[config.mk]
export PLATFORM = sky130hd
export DESIGN_NAME = avst_pkt_arbiter
export DESIGN_NICKNAME = d
export VERILOG_FILES = /design/src/rtl/avst_pkg.sv /design/src/rtl/avst_skid_buf.sv /design/src/rtl/avst_pkt_arbiter.sv
export SDC_FILE = /design/constraint.sdc
export NUM_CORES = 2
export LEC_CHECK = 0
export CORE_AREA = 3 3 518 520
export CTS_CLUSTER_DIAMETER = 40
export DETAILED_ROUTE_END_ITERATION = 7
export DIE_AREA = 0 0 521 523
export PLACE_DENSITY_LB_ADDON = 0.2
export SLEW_MARGIN = 10
export SYNTH_ARGS = -nofsm -noshare
export SYNTH_HDL_FRONTEND = slang
export SYNTH_SLANG_ARGS = --single-unit
[constraint.sdc]
create_clock -name clk -period 4.6 [get_ports clk]
set_input_delay 0.69 -clock clk [delete_from_list [all_inputs] [get_ports clk]]
set_output_delay 0.69 -clock clk [all_outputs]
set_load 0.005 [all_outputs]
[src/rtl/avst_pkg.sv]
// Shared Avalon-ST definitions: default widths, beat record and arbiter state encoding.
package avst_pkg;

  localparam int AVST_DATA_W  = 128;
  localparam int AVST_EMPTY_W = 4;
  localparam int AVST_CHAN_W  = 128;

  typedef struct packed {
    logic                    sop;
    logic                    eop;
    logic [AVST_DATA_W-1:0]  data;
    logic [AVST_EMPTY_W-1:0] empty;
    logic [AVST_CHAN_W-1:0]  channel;
  } avst_beat_t;

  typedef enum logic [0:0] {
    IDLE   = 1'b0,
    LOCKED = 1'b1
  } arb_state_e;

endpackage

[src/rtl/avst_skid_buf.sv]
// Generic 2-entry registered skid buffer for an Avalon-ST beat plus a side index.
// space_o is registered, so the upstream ready never sees out_ready_i combinationally.
module avst_skid_buf
  import avst_pkg::*;
#(
  parameter type beat_t = avst_beat_t,
  parameter int  IDX_W  = 2
) (
  input  logic             clk,
  input  logic             rst,
  input  logic             push_i,
  input  beat_t            in_beat_i,
  input  logic [IDX_W-1:0] in_idx_i,
  output logic             space_o,
  output logic             out_valid_o,
  input  logic             out_ready_i,
  output beat_t            out_beat_o,
  output logic [IDX_W-1:0] out_idx_o
);

  beat_t            beat0_q, beat0_d, beat1_q, beat1_d;
  logic [IDX_W-1:0] idx0_q, idx0_d, idx1_q, idx1_d;
  logic [1:0]       count_q, count_d;
  logic             space_q;
  logic             pop;

  assign pop = (count_q != 2'd0) && out_ready_i;

  always_comb begin
    beat0_d = beat0_q;
    beat1_d = beat1_q;
    idx0_d  = idx0_q;
    idx1_d  = idx1_q;
    if (pop && (count_q == 2'd2)) begin
      beat0_d = beat1_q;
      idx0_d  = idx1_q;
    end
    // Entry 0 always holds the oldest beat; a new beat lands in entry 1 only when entry 0 stays.
    if (push_i) begin
      if ((count_q == 2'd0) || ((count_q == 2'd1) && pop)) begin
        beat0_d = in_beat_i;
        idx0_d  = in_idx_i;
      end else begin
        beat1_d = in_beat_i;
        idx1_d  = in_idx_i;
      end
    end
    count_d = count_q + {1'b0, push_i} - {1'b0, pop};
  end

  always_ff @(posedge clk) begin
    if (rst) begin
      beat0_q <= '0;
      beat1_q <= '0;
      idx0_q  <= '0;
      idx1_q  <= '0;
      count_q <= 2'd0;
      space_q <= 1'b0;
    end else begin
      beat0_q <= beat0_d;
      beat1_q <= beat1_d;
      idx0_q  <= idx0_d;
      idx1_q  <= idx1_d;
      count_q <= count_d;
      space_q <= (count_d != 2'd2);
    end
  end

  assign space_o     = space_q;
  assign out_valid_o = (count_q != 2'd0);
  assign out_beat_o  = beat0_q;
  assign out_idx_o   = idx0_q;

endmodule

[src/rtl/avst_pkt_arbiter.sv]
// Packet-granular round-robin arbiter: N Avalon-ST requesters share one registered output,
// with the grant held from a winning beat until its end-of-packet is accepted.
module avst_pkt_arbiter
  import avst_pkg::*;
#(
  parameter int N_PORTS = 4,
  parameter int DATA_W  = AVST_DATA_W,
  parameter int EMPTY_W = AVST_EMPTY_W,
  parameter int CHAN_W  = AVST_CHAN_W,
  parameter int IDX_W   = (N_PORTS > 1) ? $clog2(N_PORTS) : 1
) (
  input  logic                   clk,
  input  logic                   rst,
  input  logic [N_PORTS-1:0]     avst_in_valid,
  output logic [N_PORTS-1:0]     avst_in_ready,
  input  logic [N_PORTS-1:0]     avst_in_startofpacket,
  input  logic [N_PORTS-1:0]     avst_in_endofpacket,
  input  logic [N_PORTS*DATA_W-1:0]  avst_in_data,
  input  logic [N_PORTS*EMPTY_W-1:0] avst_in_empty,
  input  logic [N_PORTS*CHAN_W-1:0]  avst_in_channel,
  input  logic                   avst_out_ready,
  output logic                   avst_out_valid,
  output logic                   avst_out_startofpacket,
  output logic                   avst_out_endofpacket,
  output logic [DATA_W-1:0]      avst_out_data,
  output logic [EMPTY_W-1:0]     avst_out_empty,
  output logic [CHAN_W-1:0]      avst_out_channel,
  output logic [IDX_W-1:0]       avst_out_port,
  output logic                   sop_err
);

  // Same layout as avst_beat_t, but sized by this instance's parameters.
  typedef struct packed {
    logic               sop;
    logic               eop;
    logic [DATA_W-1:0]  data;
    logic [EMPTY_W-1:0] empty;
    logic [CHAN_W-1:0]  channel;
  } arb_beat_t;

  arb_state_e       state_q, state_d;
  logic [IDX_W-1:0] lock_idx_q, lock_idx_d, last_idx_q, last_idx_d;
  logic [IDX_W-1:0] pick_idx, cand_idx, sel_idx;
  logic             pick_valid, grant_en, push, space;
  logic             gap_q, sop_err_q;
  arb_beat_t        port_beat [N_PORTS];
  arb_beat_t        sel_beat, out_beat;

  for (genvar gi = 0; gi < N_PORTS; gi++) begin : g_port
    assign port_beat[gi] = {avst_in_startofpacket[gi], avst_in_endofpacket[gi],
                            avst_in_data[gi*DATA_W +: DATA_W],
                            avst_in_empty[gi*EMPTY_W +: EMPTY_W],
                            avst_in_channel[gi*CHAN_W +: CHAN_W]};
    assign avst_in_ready[gi] = grant_en && (sel_idx == IDX_W'(gi));
  end

  always_comb begin
    pick_valid = 1'b0;
    pick_idx   = '0;
    cand_idx   = '0;
    for (int k = 1; k <= N_PORTS; k++) begin
      cand_idx = IDX_W'((int'(last_idx_q) + k) % N_PORTS);
      if (!pick_valid && avst_in_valid[cand_idx]) begin
        pick_valid = 1'b1;
        pick_idx   = cand_idx;
      end
    end
  end

  // The cycle after any accepted eop grants nothing: that is the inter-packet arbitration slot.
  assign sel_idx  = (state_q == LOCKED) ? lock_idx_q : pick_idx;
  assign grant_en = !rst && space && !gap_q && ((state_q == LOCKED) || pick_valid);
  assign sel_beat = port_beat[sel_idx];
  assign push     = grant_en && avst_in_valid[sel_idx];

  always_comb begin
    state_d    = state_q;
    lock_idx_d = lock_idx_q;
    last_idx_d = last_idx_q;
    if (push) begin
      last_idx_d = sel_idx;
      if (state_q == IDLE) begin
        if (!sel_beat.eop) begin
          state_d    = LOCKED;
          lock_idx_d = sel_idx;
        end
      end else if (sel_beat.eop) begin
        state_d = IDLE;
      end
    end
  end

  always_ff @(posedge clk) begin
    if (rst) begin
      state_q    <= IDLE;
      lock_idx_q <= '0;
      last_idx_q <= IDX_W'(N_PORTS - 1);
      gap_q      <= 1'b0;
      sop_err_q  <= 1'b0;
    end else begin
      state_q    <= state_d;
      lock_idx_q <= lock_idx_d;
      last_idx_q <= last_idx_d;
      gap_q      <= push && sel_beat.eop;
      sop_err_q  <= push && (state_q == IDLE) && !sel_beat.sop;
    end
  end

  avst_skid_buf #(
    .beat_t (arb_beat_t),
    .IDX_W  (IDX_W)
  ) u_skid (
    .clk         (clk),
    .rst         (rst),
    .push_i      (push),
    .in_beat_i   (sel_beat),
    .in_idx_i    (sel_idx),
    .space_o     (space),
    .out_valid_o (avst_out_valid),
    .out_ready_i (avst_out_ready),
    .out_beat_o  (out_beat),
    .out_idx_o   (avst_out_port)
  );

  assign avst_out_startofpacket = out_beat.sop;
  assign avst_out_endofpacket   = out_beat.eop;
  assign avst_out_data          = out_beat.data;
  assign avst_out_empty         = out_beat.empty;
  assign avst_out_channel       = out_beat.channel;
  assign sop_err                = sop_err_q;

endmodule

==> Word level (Yosys, flattened, before mapping) <==
Index checks and enable logic that the tools add are counted.
{ "totals": {"ff_bits": 538, "latch_bits": 0, "mem_bits_rw": 0, "rom_bits": 0, "wordCells": 100, "mem_count": 0} }
{ "op_classes": {"addsub": 6, "n_mul": 0, "n_div": 0, "n_lt_le_gt_ge": 6, "eq_ne": 6, "n_shift": 0, "n_mux": 29, "bitwise": 4, "n_reduce_logical": 30} }
{ "op_table": {"columns": ["cell", "n"], "rows": [
  ["262-bit two-way mux", 5],
  ["262-bit binary-select mux with 2-bit select", 1],
  ["1-bit logical AND", 17],
  ["2-bit two-way mux", 8],
  ["2-bit by 3-bit < comparator with 1-bit output (second input constant)", 5],
  ["1-bit binary-select mux with 2-bit select", 5],
  ["1-bit two-way mux", 10],
  ["2-bit == test (second input constant)", 3],
  ["1-bit zero test", 6],
  ["2-bit by 1-bit adder with 2-bit output (second input constant)", 2],
  ["2-bit adder (second input constant)", 2],
  ["2-bit by 1-bit == test with 1-bit output (second input constant)", 2],
  ["2-bit zero test", 2],
  ["3-bit greater-or-equal comparator (second input constant)", 1],
  ["1-bit NOT", 3],
  ["2-bit NOT with 3-bit output", 1],
  ["3-bit AND reduction", 1],
  ["2-bit by 1-bit adder with 2-bit output", 1],
  ["1-bit logical OR", 2],
  ["2-bit != test (second input constant)", 1],
  ["2-bit AND reduction", 1],
  ["2-bit nonzero test", 1],
  ["2-bit by 1-bit subtractor with 2-bit output", 1]
]} }

==> Longest topological paths before layout <==
{ "logic_depth": {"depth_word": 20, "ltp_mapped": 12, "depth_no_buf": 7} }

==> By module <==
A second synthesis with hierarchy kept.
{ "hier_totals": {"hier_cells": 3636, "area_unflattened_um2": 34738.3} }
{ "by_module_without_submodules": {"columns": ["mod", "instances", "cells_per_inst", "area_per_inst_um2", "seq_area_each_um2"], "rows": [
  ["avst_skid_buf", 1, 2665, 25335.5, 10630.2],
  ["avst_pkt_arbiter", 1, 971, 9402.8, 140.1]
]} }

==> Worst setup path after synthesis <==
OpenSTA, ideal clock, no wires.
{ "synth_path": {"path_type": "input to register", "startpoint": "input port avst_in_valid[1]", "endpoint": "register u_skid.beat0_q, in the netlist u_skid.out_beat_o[236]", "t_arrival_ns": 2.695, "setup_slack_ns": 1.777, "stages": 12, "path_buffers": 5, "cell_sequence": "o21a_1 a211o_1 o21a_1 buf_6 or2_1 buf_6 o22a_1 buf_4 buf_4 clkbuf_1 o21ai_0 o21ai_1"} }
{ "synth_via": {"elab_chain_cells": 19} }
{ "synth_lines": {"columns": ["element", "line_no", "text"], "rows": [
  ["from (decl)", "avst_pkt_arbiter.sv:14", "input logic [N_PORTS-1:0] avst_in_valid,"],
  ["1-bit binary-select mux with 2-bit select", "avst_pkt_arbiter.sv:63", "if (!pick_valid && avst_in_valid[cand_idx]) begin"],
  ["1-bit two-way mux (implied by the code)", "avst_pkt_arbiter.sv:63", null],
  ["1-bit two-way mux", "avst_pkt_arbiter.sv:63", null],
  ["1-bit zero test", "avst_pkt_arbiter.sv:63", null],
  ["1-bit logical AND", "avst_pkt_arbiter.sv:63", null],
  ["1-bit two-way mux", "avst_pkt_arbiter.sv:63", null],
  ["1-bit zero test", "avst_pkt_arbiter.sv:63", null],
  ["1-bit logical AND", "avst_pkt_arbiter.sv:63", null],
  ["(+2 left out)", null, null],
  ["1-bit logical AND", "avst_pkt_arbiter.sv:63", null],
  ["2-bit two-way mux", "avst_pkt_arbiter.sv:63", null],
  ["2-bit two-way mux", "avst_pkt_arbiter.sv:71", "assign sel_idx = (state_q == LOCKED) ? lock_idx_q : pick_idx;"],
  ["2-bit NOT with 3-bit output (implied by the code)", "avst_pkt_arbiter.sv:73", "assign sel_beat = port_beat[sel_idx];"],
  ["262-bit binary-select mux with 2-bit select", "avst_pkt_arbiter.sv:73", null],
  ["262-bit two-way mux (implied by the code) (2 in series)", "avst_pkt_arbiter.sv:73", null],
  ["262-bit two-way mux", "avst_skid_buf.sv:40", "if ((count_q == 2'd0) || ((count_q == 2'd1) && pop)) begin"],
  ["262-bit two-way mux *", "avst_skid_buf.sv:39", "if (push_i) begin"],
  ["to (signal assigned)", "avst_skid_buf.sv:60", "beat0_q <= beat0_d;"],
  ["to (decl)", "avst_skid_buf.sv:21", "beat_t beat0_q, beat0_d, beat1_q, beat1_d;"]
]} }
Mark *: on every way between the ends. The rest lies on a longest branch, timed or not. The select of a mux whose other input is x is not followed.
A chain may end at the register's enable or synchronous reset.

==> Final worst setup path <==
{ "layout_path": {"startpoint": "input port avst_in_valid[2]", "endpoint": "output port avst_in_ready[0]"} }
{ "layout_via": {"elab_chain_cells": 15} }
{ "layout_lines": {"columns": ["element", "line_no", "text"], "rows": [
  ["1-bit binary-select mux with 2-bit select", "avst_pkt_arbiter.sv:63", null],
  ["1-bit two-way mux (implied by the code)", "avst_pkt_arbiter.sv:63", null],
  ["1-bit two-way mux", "avst_pkt_arbiter.sv:63", null],
  ["1-bit zero test", "avst_pkt_arbiter.sv:63", null],
  ["1-bit logical AND", "avst_pkt_arbiter.sv:63", null],
  ["1-bit two-way mux", "avst_pkt_arbiter.sv:63", null],
  ["1-bit zero test", "avst_pkt_arbiter.sv:63", null],
  ["1-bit logical AND", "avst_pkt_arbiter.sv:63", null],
  ["1-bit two-way mux", "avst_pkt_arbiter.sv:63", null],
  ["1-bit zero test", "avst_pkt_arbiter.sv:63", null],
  ["1-bit logical AND", "avst_pkt_arbiter.sv:63", null],
  ["2-bit two-way mux / 1-bit two-way mux (equally long branches)", "avst_pkt_arbiter.sv:63", null],
  ["2-bit two-way mux / 1-bit logical OR (equally long branches)", "avst_pkt_arbiter.sv:71, avst_pkt_arbiter.sv:72", null],
  ["2-bit zero test / 1-bit logical AND (equally long branches)", "avst_pkt_arbiter.sv:54, avst_pkt_arbiter.sv:72", null],
  ["1-bit logical AND *", "avst_pkt_arbiter.sv:54", "assign avst_in_ready[gi] = grant_en && (sel_idx == IDX_W'(gi));"],
  ["to (decl)", "avst_pkt_arbiter.sv:15", "output logic [N_PORTS-1:0] avst_in_ready,"]
]} }
Marks and branches as above.

==> reports/results.ini <==
[status]
status=completed

[grt]
first_global_vias=34312
grt_max_degree=161
grt_util_all_layers_pct=12.86
antenna_found_initial=18
overflow=0
grt_pass1_wl_um=256800

[floorplan]
die_height_um=523
core_area_sq_mm=0.2646
pin_count=1325
chipWidth_um=521
start_util_pct=11.69
dieArea_sq_mm=0.2725
rows=189

[pwr]
powerDensity_mw_per_mm2=536.6
p_leak_nw=18.76
vdd.ir_drop.worst_v=0.0004030
power_mw=28.48

[yosys]
synth_edf_count=0
netlist_instances=3925
synth_ff_type=dfxtp_1
muxShareOfSynthArea_pct=17.08
syn_nets=4981
syn-cell-area_sq_mm=0.03094
synthArstFlopShare_pct=0
synth_most_common_cell=o21ai_0
synth_top_family_by_area=compound AO/OA/AOI/OAI gates
yosysTopAreaCellShare_pct=34.81
yosysWarnings=0
synthXorXnorAreaFrac_pct=0.05661
avgSynthCellArea_sq_um=7.883
synth_common_cells=o21ai_0, dfxtp_1, nand2_1
synth.area.top_cells=dfxtp_1, mux2i_1, o21ai_0
synthAdderAreaFrac_pct=0.04044
synth.largest_area_cell=dfxtp_1
ys_seq_area_share_pct=34.81
synth_compound_area_share_pct=29.12
ys_ff_latch=538
ys_types=44
synth-simple-area-share_pct=12.72

[setup_path]
timing.rr.start=last_idx_q[0]
critical_path_required_ps=3910
crit_fanout=7
crit_start=avst_in_valid[2]
criticalPathCategory=input pin to output pin
critPathArrivalTime_ps=3400
start_kind=input pin
crit_path_end_kind=output pin

[detailed_routing]
wire_per_inst_um=21.13
firstDrtPassIters=7
viasPerCell=3.873
vias=33931
wirelength_um=185100
drtAntennaViolNets=0
drc=0
drt_iter0_drc=2004

[timing]
min_period_ps=4085
setup_ws_ps=514.8
finalHoldViolCount=0
fin_setup_tns_ps=0
rsz0062_at_grt=no
drv_slew=0
period_share_pct=88.81
skew_ps=39.83
worst_pin_slew_ps=1147
setup_viol=0
max_slew_margin_pct=23.55
fmax_mhz=244.8

[placement]
post_dp_cell_area_sq_mm=0.04839
io_buffers=1324
dp_hpwl_um=141000
gp_congestion=0.8344
place_ws_ps=402.6

[min_path]
hold_start=rst
hold_class=input pin to flop

[job]
maxCapViolations=0

[clock_tree]
post-cts-setup-buffer-count=0
clkSlewWorstSetupHoldPaths_ps=40
clock-sinks=538
htree_levels=4
clk_latency_ps=760
clk_path_buf_depth=3
cts_tree=yes
root_buffer=clkbuf_16
holdBufCountCts=0
cts_made_buffers=130
cts_repair_resize_count=0

[final_layout]
final_area_sq_mm=0.05308
fin_util_pct=20.06
syn2layout_area_growth_pct=71.56
finalNetCount=6178
layout-drive-gt1-share_pct=7.334

==> cell type report <==
class | count | area, sq um
diodes | 7 | 17.52
clock buffers | 177 | 3732
clock inverters | 55 | 943.4
fillers | 29137 | 211500
inverters | 4 | 15.01
multi-input cells | 2970 | 18350
flip-flops and latches | 538 | 10770
well taps | 3533 | 4420
repair buffers | 1478 | 14840
==> path summary, 6_finish.rpt <==
check                                         endpoint  slack (ps)  cells after the start
worst max-delay path                  avst_in_ready[0]         510                      7
worst min-delay path               u_skid.out_idx_o[1]         410                      2
worst max register to register     u_skid.beat1_q[164]        1330                      9
worst min register to register  u_skid.out_beat_o[261]         460                      2
==> state kept, by name, summed over array words and instances (netlist names) <==
name / cells
u_skid.beat1_q: 262
gap_q: 1
lock_idx_q: 2
u_skid.space_o: 1
state_q: 1
u_skid.out_idx_o: 2
u_skid.idx1_q: 2
u_skid.out_beat_o: 262
u_skid.count_q: 2
sop_err: 1
last_idx_q: 2
==> cell usage in the layout, fill, tap and decap left out, types with 3 or more instances in the layout <==
cell type        count
bufinv_16           16
o21ai_1            179
mux2i_1            528
nand3_1              5
diode_2              7
o21a_1               3
clkinv_4             3
inv_1                4
inv_16               4
dfxtp_1            538
clkinv_16            6
clkbuf_1            19
a21oi_1            267
clkinv_8             3
clkbuf_8            26
clkinv_2            18
clkdlybuf4s50_1   1323
clkbuf_16          132
clkinvlp_4           5
nor2b_1            261
o21ai_0            869
nand2b_1             6
or3_1                3
buf_4              120
a311oi_1             3
buf_12              34
nand2_1            533
o22a_1             260
nor2_1              12
nor3_1               8
==> metal layers <==
layer	global-route usage (%)	share of wire, %	up-vias
li1	-	-	16385
met1	14.78	40	16024
met2	22.57	49	1311
met3	4.427	8.5	201
met4	3.456	2.1	10
met5	0	0.039	-
==> kinds of logic after synthesis <==
kind of cell             Yosys count
adder cells (fa/ha/maj)            1
XOR/XNOR                           2
buffers and inverters            417
AND/OR/NAND/NOR                  847
multiplexers                     528
AO/OA/AOI/OAI                   1592
flip-flops                       538
==> metrics by stage <==
| step | instances | hold WS, ps |
|---|---|---|
| floorplan | 3925 | 449.4 |
| global placement | 8523 | 463.6 |
| detailed placement | 8523 | 469.5 |
| CTS | 8755 | 336.2 |
| global route | 8761 | 405.9 |
| finish | 8762 | 408.7 |
==> worst max-delay path: stages <==
cell and delay, ps:
clkdlybuf4s50_1 560, inv_1 80, a221oi_1 550, o21a_1 270, nor2_1 170, nor2_1 410, clkdlybuf4s50_1 660
==> where the power goes <==
part | internal [mW] | leakage, nW | switching [mW]
sequential | 5.33 | 4.35 | 0.448
clock | 6.60 | 2.27 | 3.21
combinational | 5.35 | 12.1 | 7.55
Power figures use the tool's default switching activity.
